===== config.mk =====
export PLATFORM = sky130hd
export DESIGN_NAME = aes_engine_ctrl
export DESIGN_NICKNAME = d
export VERILOG_FILES = /design/src/rtl/aes_package.sv /design/src/rtl/aes_blk_counter.sv /design/src/rtl/aes_engine_ctrl.sv
export SDC_FILE = /design/constraint.sdc
export NUM_CORES = 1
export LEC_CHECK = 0
export BUFFER_PORTS_ARGS = -buffer_cell sky130_fd_sc_hd__buf_4
export CORE_ASPECT_RATIO = 0.9
export CORE_MARGIN = 8
export CORE_UTILIZATION = 35
export DETAILED_ROUTE_END_ITERATION = 10
export PLACE_DENSITY = 0.52
export REMOVE_ABC_BUFFERS = 1
export SLEW_MARGIN = 20
export SYNTH_ARGS = -nofsm -noshare
export SYNTH_HDL_FRONTEND = slang
export SYNTH_SLANG_ARGS = --single-unit

===== constraint.sdc =====
create_clock -name clk_i -period 2.9 [get_ports clk_i]
set_input_delay 0.435 -clock clk_i [delete_from_list [all_inputs] [get_ports clk_i]]
set_output_delay 0.435 -clock clk_i [all_outputs]
set_load 0.02 [all_outputs]

===== src/rtl/aes_package.sv =====
// Shared types and widths for the AES streaming engine controller.
package aes_package;

    localparam int AES_CNT_W  = 16;
    localparam int AES_MODE_W = 2;

    typedef struct packed {
        logic                  enable;
        logic                  clear;
        logic [AES_MODE_W-1:0] mode;
    } ctrl_engine_t;

    typedef enum logic [2:0] {
        ST_IDLE      = 3'd0,
        ST_START     = 3'd1,
        ST_RUN       = 3'd2,
        ST_WAIT_SINK = 3'd3,
        ST_DONE      = 3'd4
    } aes_ctrl_state_e;

endpackage


===== src/rtl/aes_blk_counter.sv =====
// Saturating block counter: stops at limit_i, flags the increment that reaches it.
module aes_blk_counter #(
    parameter int CNT_W = 16
) (
    input  logic             clk_i,
    input  logic             rst_ni,
    input  logic             clear_i,
    input  logic             en_i,
    input  logic [CNT_W-1:0] limit_i,
    output logic [CNT_W-1:0] cnt_o,
    output logic             at_limit_o,
    output logic             hit_o
);

    logic [CNT_W-1:0] cnt_q;
    logic [CNT_W-1:0] cnt_d;
    logic [CNT_W-1:0] cnt_inc;

    assign cnt_inc    = cnt_q + 1'b1;
    assign at_limit_o = (cnt_q >= limit_i);
    // hit_o marks the handshake that makes the count equal the limit
    assign hit_o      = en_i & ~clear_i & ~at_limit_o & (cnt_inc == limit_i);
    assign cnt_o      = cnt_q;

    always_comb begin
        cnt_d = cnt_q;
        if (clear_i) begin
            cnt_d = '0;
        end else if (en_i && !at_limit_o) begin
            cnt_d = cnt_inc;
        end
    end

    always_ff @(posedge clk_i or negedge rst_ni) begin
        if (!rst_ni) begin
            cnt_q <= '0;
        end else begin
            cnt_q <= cnt_d;
        end
    end

endmodule


===== src/rtl/aes_engine_ctrl.sv =====
// Job sequencer for the AES streaming engine: starts streamers, counts blocks,
// gates input once fetched and signals completion.
module aes_engine_ctrl
    import aes_package::*;
#(
    parameter int CNT_W  = AES_CNT_W,
    parameter int MODE_W = AES_MODE_W
) (
    input  logic              clk_i,
    input  logic              rst_ni,
    input  logic              test_mode_i,
    input  logic              clear_i,
    input  logic              start_i,
    input  logic [CNT_W-1:0]  cfg_len_i,
    input  logic [MODE_W-1:0] cfg_mode_i,
    input  logic              in_valid_i,
    input  logic              in_ready_i,
    input  logic              out_valid_i,
    input  logic              out_ready_i,
    input  logic              sink_done_i,
    output logic              src_start_o,
    output logic              sink_start_o,
    output logic              in_gate_o,
    output ctrl_engine_t      ctrl_o,
    output logic              busy_o,
    output logic              done_o,
    output logic              err_o,
    output logic [CNT_W-1:0]  blk_cnt_o
);

    aes_ctrl_state_e   state_q, state_d;
    logic [CNT_W-1:0]  len_q, len_d;
    logic [MODE_W-1:0] mode_q, mode_d;
    logic              err_q, err_d;

    logic              in_hs, out_hs;
    logic              accept, cnt_clr;
    logic              in_full, in_last;
    logic              out_full, out_last;
    logic              is_run, in_gate;
    logic [CNT_W-1:0]  in_cnt, out_cnt;
    logic              unused_sigs;

    assign in_hs   = in_valid_i & in_ready_i;
    assign out_hs  = out_valid_i & out_ready_i;
    assign is_run  = (state_q == ST_RUN);
    assign in_gate = is_run & ~in_full;
    assign accept  = (state_q == ST_IDLE) & start_i & (cfg_len_i != '0);
    assign cnt_clr = clear_i | accept;

    aes_blk_counter #(.CNT_W(CNT_W)) u_in_cnt (
        .clk_i      (clk_i),
        .rst_ni     (rst_ni),
        .clear_i    (cnt_clr),
        .en_i       (in_hs & in_gate),
        .limit_i    (len_q),
        .cnt_o      (in_cnt),
        .at_limit_o (in_full),
        .hit_o      (in_last)
    );

    aes_blk_counter #(.CNT_W(CNT_W)) u_out_cnt (
        .clk_i      (clk_i),
        .rst_ni     (rst_ni),
        .clear_i    (cnt_clr),
        .en_i       (out_hs & is_run),
        .limit_i    (len_q),
        .cnt_o      (out_cnt),
        .at_limit_o (out_full),
        .hit_o      (out_last)
    );

    assign unused_sigs = ^{test_mode_i, in_cnt, in_last, out_full};

    always_comb begin
        state_d = state_q;
        len_d   = len_q;
        mode_d  = mode_q;
        err_d   = err_q;

        if (start_i && busy_o)            err_d = 1'b1;
        if (in_hs && !in_gate)            err_d = 1'b1;
        if (out_hs && !is_run)            err_d = 1'b1;

        case (state_q)
            ST_IDLE: begin
                if (start_i) begin
                    if (cfg_len_i != '0) begin
                        len_d   = cfg_len_i;
                        mode_d  = cfg_mode_i;
                        err_d   = 1'b0;
                        state_d = ST_START;
                    end else begin
                        state_d = ST_DONE;
                    end
                end
            end
            ST_START:     state_d = ST_RUN;
            ST_RUN: begin
                if (out_last) state_d = sink_done_i ? ST_DONE : ST_WAIT_SINK;
            end
            ST_WAIT_SINK: begin
                if (sink_done_i) state_d = ST_DONE;
            end
            ST_DONE:      state_d = ST_IDLE;
            default:      state_d = ST_IDLE;
        endcase

        // Soft clear aborts the job silently, overriding every transition
        if (clear_i) begin
            state_d = ST_IDLE;
            err_d   = 1'b0;
        end
    end

    always_ff @(posedge clk_i or negedge rst_ni) begin
        if (!rst_ni) begin
            state_q <= ST_IDLE;
            len_q   <= '0;
            mode_q  <= '0;
            err_q   <= 1'b0;
        end else begin
            state_q <= state_d;
            len_q   <= len_d;
            mode_q  <= mode_d;
            err_q   <= err_d;
        end
    end

    always_comb begin
        ctrl_o        = '0;
        ctrl_o.enable = is_run;
        ctrl_o.clear  = (state_q == ST_START);
        ctrl_o.mode   = mode_q;
    end

    assign src_start_o  = (state_q == ST_START);
    assign sink_start_o = (state_q == ST_START);
    assign in_gate_o    = in_gate;
    assign busy_o       = (state_q == ST_START) | is_run | (state_q == ST_WAIT_SINK);
    assign done_o       = (state_q == ST_DONE);
    assign err_o        = err_q;
    assign blk_cnt_o    = out_cnt;

endmodule


* Word level (Yosys, flattened, before mapping)
Index checks and enable logic that the tools add are counted.
** Word-level totals
- Logic and storage cells :: 67
- Register bits :: 54
- Output and inout port bits :: 26
- Input bits :: 28
** Operators by class
- Mux-type cells :: 18
- Bitwise operators :: 16
- $lt $le $gt $ge :: 2
- Eq/ne operators :: 8
- $add $sub $neg :: 2
- Reductions and logical operators :: 15
** Operators with widths (number)
- $mux W16 :: 4
- $add A16 B1 Y16 const B :: 2
- $ge A16 B16 Y1 :: 2
- $mux W3 :: 6
- $eq A16 B16 Y1 :: 1
- $reduce_bool A16 Y1 :: 1
- $pmux W3 S4 :: 1
- $and A1 B1 Y1 :: 10
- $ne A3 B3 Y1 const B :: 3
- $mux W1 :: 7
- $eq A3 B2 Y1 const B :: 2
- $reduce_and A3 Y1 :: 2
- $logic_and A1 B1 Y1 :: 5
- $logic_not A1 Y1 :: 4
- $reduce_bool A2 Y1 :: 2
- $eq A3 B1 Y1 const B :: 1
- $eq A3 B3 Y1 const B :: 1
- $logic_not A3 Y1 :: 1
- $not A1 Y1 :: 3
- $or A1 B1 Y1 :: 3

* Longest topological paths before layout
- Depth in word-level cells :: 11
- Depth in mapped cells :: 11
- Depth with buffers taken out :: 9

* Hierarchy
From an unflattened synthesis, not the netlist that was laid out.
** Second synthesis, totals
- Cell total of the unflattened synthesis :: 510
- Area, all modules :: 4623.2 µm²
** Modules (own cells, without submodules)
- aes_blk_counter (u_in_cnt) :: times used 1, cells each 210, area an instance 1794.2 µm², seq. area each 400.4 µm²
- aes_blk_counter (u_out_cnt) :: times used 1, cells each 222, area an instance 1749.2 µm², seq. area each 400.4 µm²
- aes_engine_ctrl :: times used 1, cells each 78, area an instance 1079.8 µm², seq. area each 550.5 µm²

* Least setup slack after synthesis
OpenSTA, ideal clock, no wires.
- Path kind :: register to register
- Start point :: reg len_q[9]
- End point :: reg u_in_cnt.cnt_q[13], in the netlist u_in_cnt.cnt_o[13]
- Period minus slack after synthesis :: 2.748 ns
- Path buffers :: 1
- Required time :: 2.822 ns
- Path slack :: 0.152 ns
- Library setup time :: 0.078 ns
- Arrival :: 2.670 ns
- Cell stages (with the launch flop) :: 11
- Cell sequence :: dfrtp_1 inv_1 ha_1 a21o_1 a21o_1 a221o_1 a2111oi_4 o2111ai_1 buf_2 or4_1 a21oi_1
** Between the ends
- Longest elaborated chain between the ends :: 6
- Elaborated cells on any way between the ends :: 7
- Those cells by class :: order compare (1); bitwise (3); reduce/logical (3)
** Ends and longest elaborated chain
- from (decl) :: RTL line aes_engine_ctrl.sv:32 : logic [CNT_W-1:0] len_q, len_d;
- from (signal assigned) :: RTL line aes_engine_ctrl.sv:124 : len_q <= len_d;
- $ge A16 B16 Y1 * :: RTL line aes_blk_counter.sv:20 : assign at_limit_o = (cnt_q >= limit_i);
- $not A1 Y1
- $and A1 B1 Y1 :: RTL line aes_engine_ctrl.sv:47 : assign in_gate = is_run & ~in_full;
- $and A1 B1 Y1 :: RTL line aes_engine_ctrl.sv:55 : .en_i (in_hs & in_gate),
- $logic_and A1 B1 Y1 * :: RTL line aes_blk_counter.sv:29 : end else if (en_i && !at_limit_o) begin
- $reduce_bool A2 Y1 (no source line) *
- to (signal assigned) :: RTL line aes_blk_counter.sv:38 : cnt_q <= cnt_d;
- to (decl) :: RTL line aes_blk_counter.sv:15 : logic [CNT_W-1:0] cnt_q;
Mark *: on every way between the ends. The rest lies on a longest branch, timed or not.
A chain may end at the register's enable or synchronous reset.

* Final worst setup path
- Start point :: reg u_in_cnt.cnt_q[9], in the netlist u_in_cnt.cnt_o[9]
- End point :: out in_gate_o
** Between the ends
- Longest elaborated chain between the ends :: 3
** Ends and longest elaborated chain
- $ge A16 B16 Y1 :: RTL line aes_blk_counter.sv:20
- $not A1 Y1
- $and A1 B1 Y1 :: RTL line aes_engine_ctrl.sv:47
- to (decl) :: RTL line aes_engine_ctrl.sv:23 : output logic in_gate_o,
Every way passes these cells.

==> out/metrics.yaml <==
run_status:
  outcome: "finished clean"
finish:
  syn_to_final_growth_pct: 26.9
  drive_gt1_frac: 0.277
  n_antenna_cell: 0
  final_cell_mix: "buf_4, dfrtp_1, ha_1, nand3_1, nor2_1"
  fin_nets: 544
  final_common_cell: "buf_4"
worst_setup_path:
  reg2reg_to: "u_in_cnt.cnt_o[11]"
  rr_worst_depth: 9
  cp.required_ns: 2.47
  startpoint_type: "flip-flop"
  worstPathMaxFanout: 2
  endpoint_kind: "output pin"
  cp.arrival_ns: 2.42
  r2r_slack_ns: 0.06
  r2r_start: "u_in_cnt.cnt_o[9]"
  critical_path_class: "reg2out"
yosys:
  ys.flop_type: "dfrtp_1"
  synth-seq-area-share: 0.352
  syn_inst: 418
  synth_edf_count: 0
  synth_cell_types: 49
  synth_area_per_cell_um2: 9.19
  ys_async_sr_fraction: 1.00
  synth_seq_cells: 54
  yosysWarnings: 0
  synth_area_mm2: 0.00384
hold_path:
  holdCritPathClass: "in2async"
flow_run:
  cap_violations: 0
grt:
  grt_pass1_vias: 3392
  grt_pass1_wl_um: 18200
  grt_overflow_total: 0
  antenna_found_initial: 0
  grt_max_degree: 55
  grt_usage: 0.156
sta:
  worstMarginPinSlew_ns: 0.724
  fin_skew_ns: 0.00708
  hold_violations: 0
  period_minus_slack_ns: 2.85
  layout_setup_ws_ns: 0.0495
  rsz0062_at_grt: "yes"
  tns_ns: 0
  final-max-slew-violation-count: 0
  relSlewSlack: 0.518
  final.period_utilization: 0.983
  timing.fmax_ghz: 0.351
  finalSetupViolCount: 0
routing:
  wl_um: 11400
  drtPass1Iterations: 4
  drc: 0
  wire_per_inst_um: 18.5
  first_iter_violations: 195
  antenna_left: 0
  via_per_inst: 5.69
  vias: 3502
pwr:
  power_leakage_nw: 2.19
  p_per_area_mw_per_mm2: 437
  power.total_mw: 2.13
  ir_drop_v: 0.000263
clock_tree:
  clock_path_buffers: 2
  cts_root_buf: "clkbuf_16"
  htreeDepth: 2
  clk_pin_slew_worst_paths_ns: 0.07
  cts_sinks: 54
  cts_tree: "built"
  clock_latency_ns: 0.30
  numCtsBuffers: 5
placed_design:
  portBuffers: 52
  dpl.hpwl_um: 8340
  post-place-ws_ns: 0.0428
  gp_congestion: 0.914
floorplanning:
  initial_utilization: 0.357
  core_area_mm2: 0.0108
  rows: 36
  ioPinCount: 54
  die_y_um: 115
  die_x_um: 126
  die_area_mm2: 0.0146
==> per-layer routing <==
metal,global-route usage,part of all wire,vias to the layer above
li1,-,-,1675
met2,0.236,0.43,91
met4,0.0528,0.021,0
met1,0.213,0.48,1718
met3,0.0389,0.069,18
met5,0,0,-
==> power breakdown <==
part | switching [mW] | internal, mW | leakage, nW
clock network | 0.293 | 0.519 | 0.0971
registers | 0.0560 | 0.805 | 0.711
logic | 0.250 | 0.207 | 1.38
total | 0.599 | 1.53 | 2.19
==> stage by stage <==
step | cells | cell area, µm² | hold WS (ns) | utilization
4_1_cts | 610 | 4690 | 0.230 | 0.435
2_1_floorplan | 397 | 3750 | 0.139 | -
6_report | 616 | 4870 | 0.188 | 0.453
5_1_grt | 616 | 4870 | 0.252 | 0.453
3_5_place_dp | 602 | 4490 | 0.496 | 0.417
3_3_place_gp | 602 | 4490 | 0.493 | 0.417
==> logic make-up (layout without fill, tap and decap cells) <==
| family | Yosys count | count (layout) | synth area share |
|---|---|---|---|
| AO/OA/AOI/OAI | 86 | 86 | 0.149 |
| multiplexers | 21 | 21 | 0.0606 |
| AND/OR/NAND/NOR | 151 | 151 | 0.218 |
| XOR/XNOR | 28 | 28 | 0.0638 |
| adder cells (fa/ha/maj) | 34 | 34 | 0.111 |
| buffers and inverters | 44 | 109 | 0.0463 |
| flip-flops | 54 | 54 | 0.352 |
==> state kept, by name (all words and copies together), names as in the netlist <==
name	count
len_q	16
mode_q	2
u_in_cnt.cnt_o	16
err_o	1
state_q	3
u_out_cnt.cnt_o	16
==> cell type report <==
cell class	count	area (µm²)
clock buffers	6	139
repair buffers	78	627
multi-input cells	320	2440
flip-flops and latches	54	1350
inverters	23	86.3
clock inverters	2	60.1
well taps	133	166
fillers	1041	5890
==> worst max path at each step <==
| stage | start | end | depth (start not counted) |
|---|---|---|---|
| 6_report | u_in_cnt.cnt_o[9] | in_gate_o | 7 |
| 5_1_grt | u_in_cnt.cnt_o[9] | u_in_cnt.cnt_o[9] | 10 |
| 4_1_cts | len_q[9] | u_in_cnt.cnt_o[8] | 10 |
| 3_5_place_dp | len_q[9] | u_in_cnt.cnt_o[11] | 10 |
| 3_3_place_gp | len_q[9] | u_in_cnt.cnt_o[13] | 10 |
| 2_1_floorplan | u_out_cnt.cnt_o[13] | u_out_cnt.cnt_o[3] | 7 |
==> cells in the mapped netlist, types with 2 or more instances <==
cell | count | area [µm²]
a211oi_1 | 2 | 15.0
a21o_1 | 9 | 67.6
a21oi_1 | 28 | 140
a31oi_1 | 2 | 12.5
and2_1 | 3 | 18.8
and3_1 | 5 | 31.3
and4_1 | 8 | 70.1
buf_1 | 2 | 7.51
buf_4 | 3 | 22.5
clkbuf_1 | 15 | 56.3
dfrtp_1 | 54 | 1350
ha_1 | 34 | 425
inv_1 | 23 | 86.3
mux2_2 | 18 | 203
mux2i_1 | 3 | 30.0
nand2_1 | 18 | 67.6
nand2b_1 | 4 | 25.0
nand3_1 | 26 | 130
nand3b_1 | 3 | 22.5
nand4_1 | 17 | 106
nor2_1 | 25 | 93.8
nor2b_1 | 2 | 12.5
nor3_1 | 8 | 40.0
nor4_1 | 6 | 37.5
nor4b_1 | 2 | 17.5
o2111ai_1 | 2 | 17.5
o211ai_1 | 3 | 22.5
o21a_1 | 4 | 30.0
o21ai_0 | 15 | 75.1
o22ai_1 | 2 | 12.5
o31a_1 | 2 | 17.5
o31ai_1 | 8 | 60.1
or2_2 | 2 | 12.5
or3_1 | 12 | 75.1
or4_1 | 8 | 60.1
xnor2_1 | 11 | 96.3
xor2_1 | 17 | 149
==> critical path: stages (launching register included) <==
cell       delay, ns
dfrtp_1         0.39
ha_1            0.31
a21o_1          0.18
a21o_1          0.14
a221o_1         0.35
a2111oi_4       0.39
o21a_1          0.22
buf_6           0.13
==> repair_timing <==
item | CTS | global route
gates resized for setup | 0 | 29
buffers inserted | 0 | 5
endpoints found under the hold margin | 0 | 0
hold buffers | 0 | 0
endpoints found under the setup margin | 0 | 9
(Power assumes the default switching activity.)
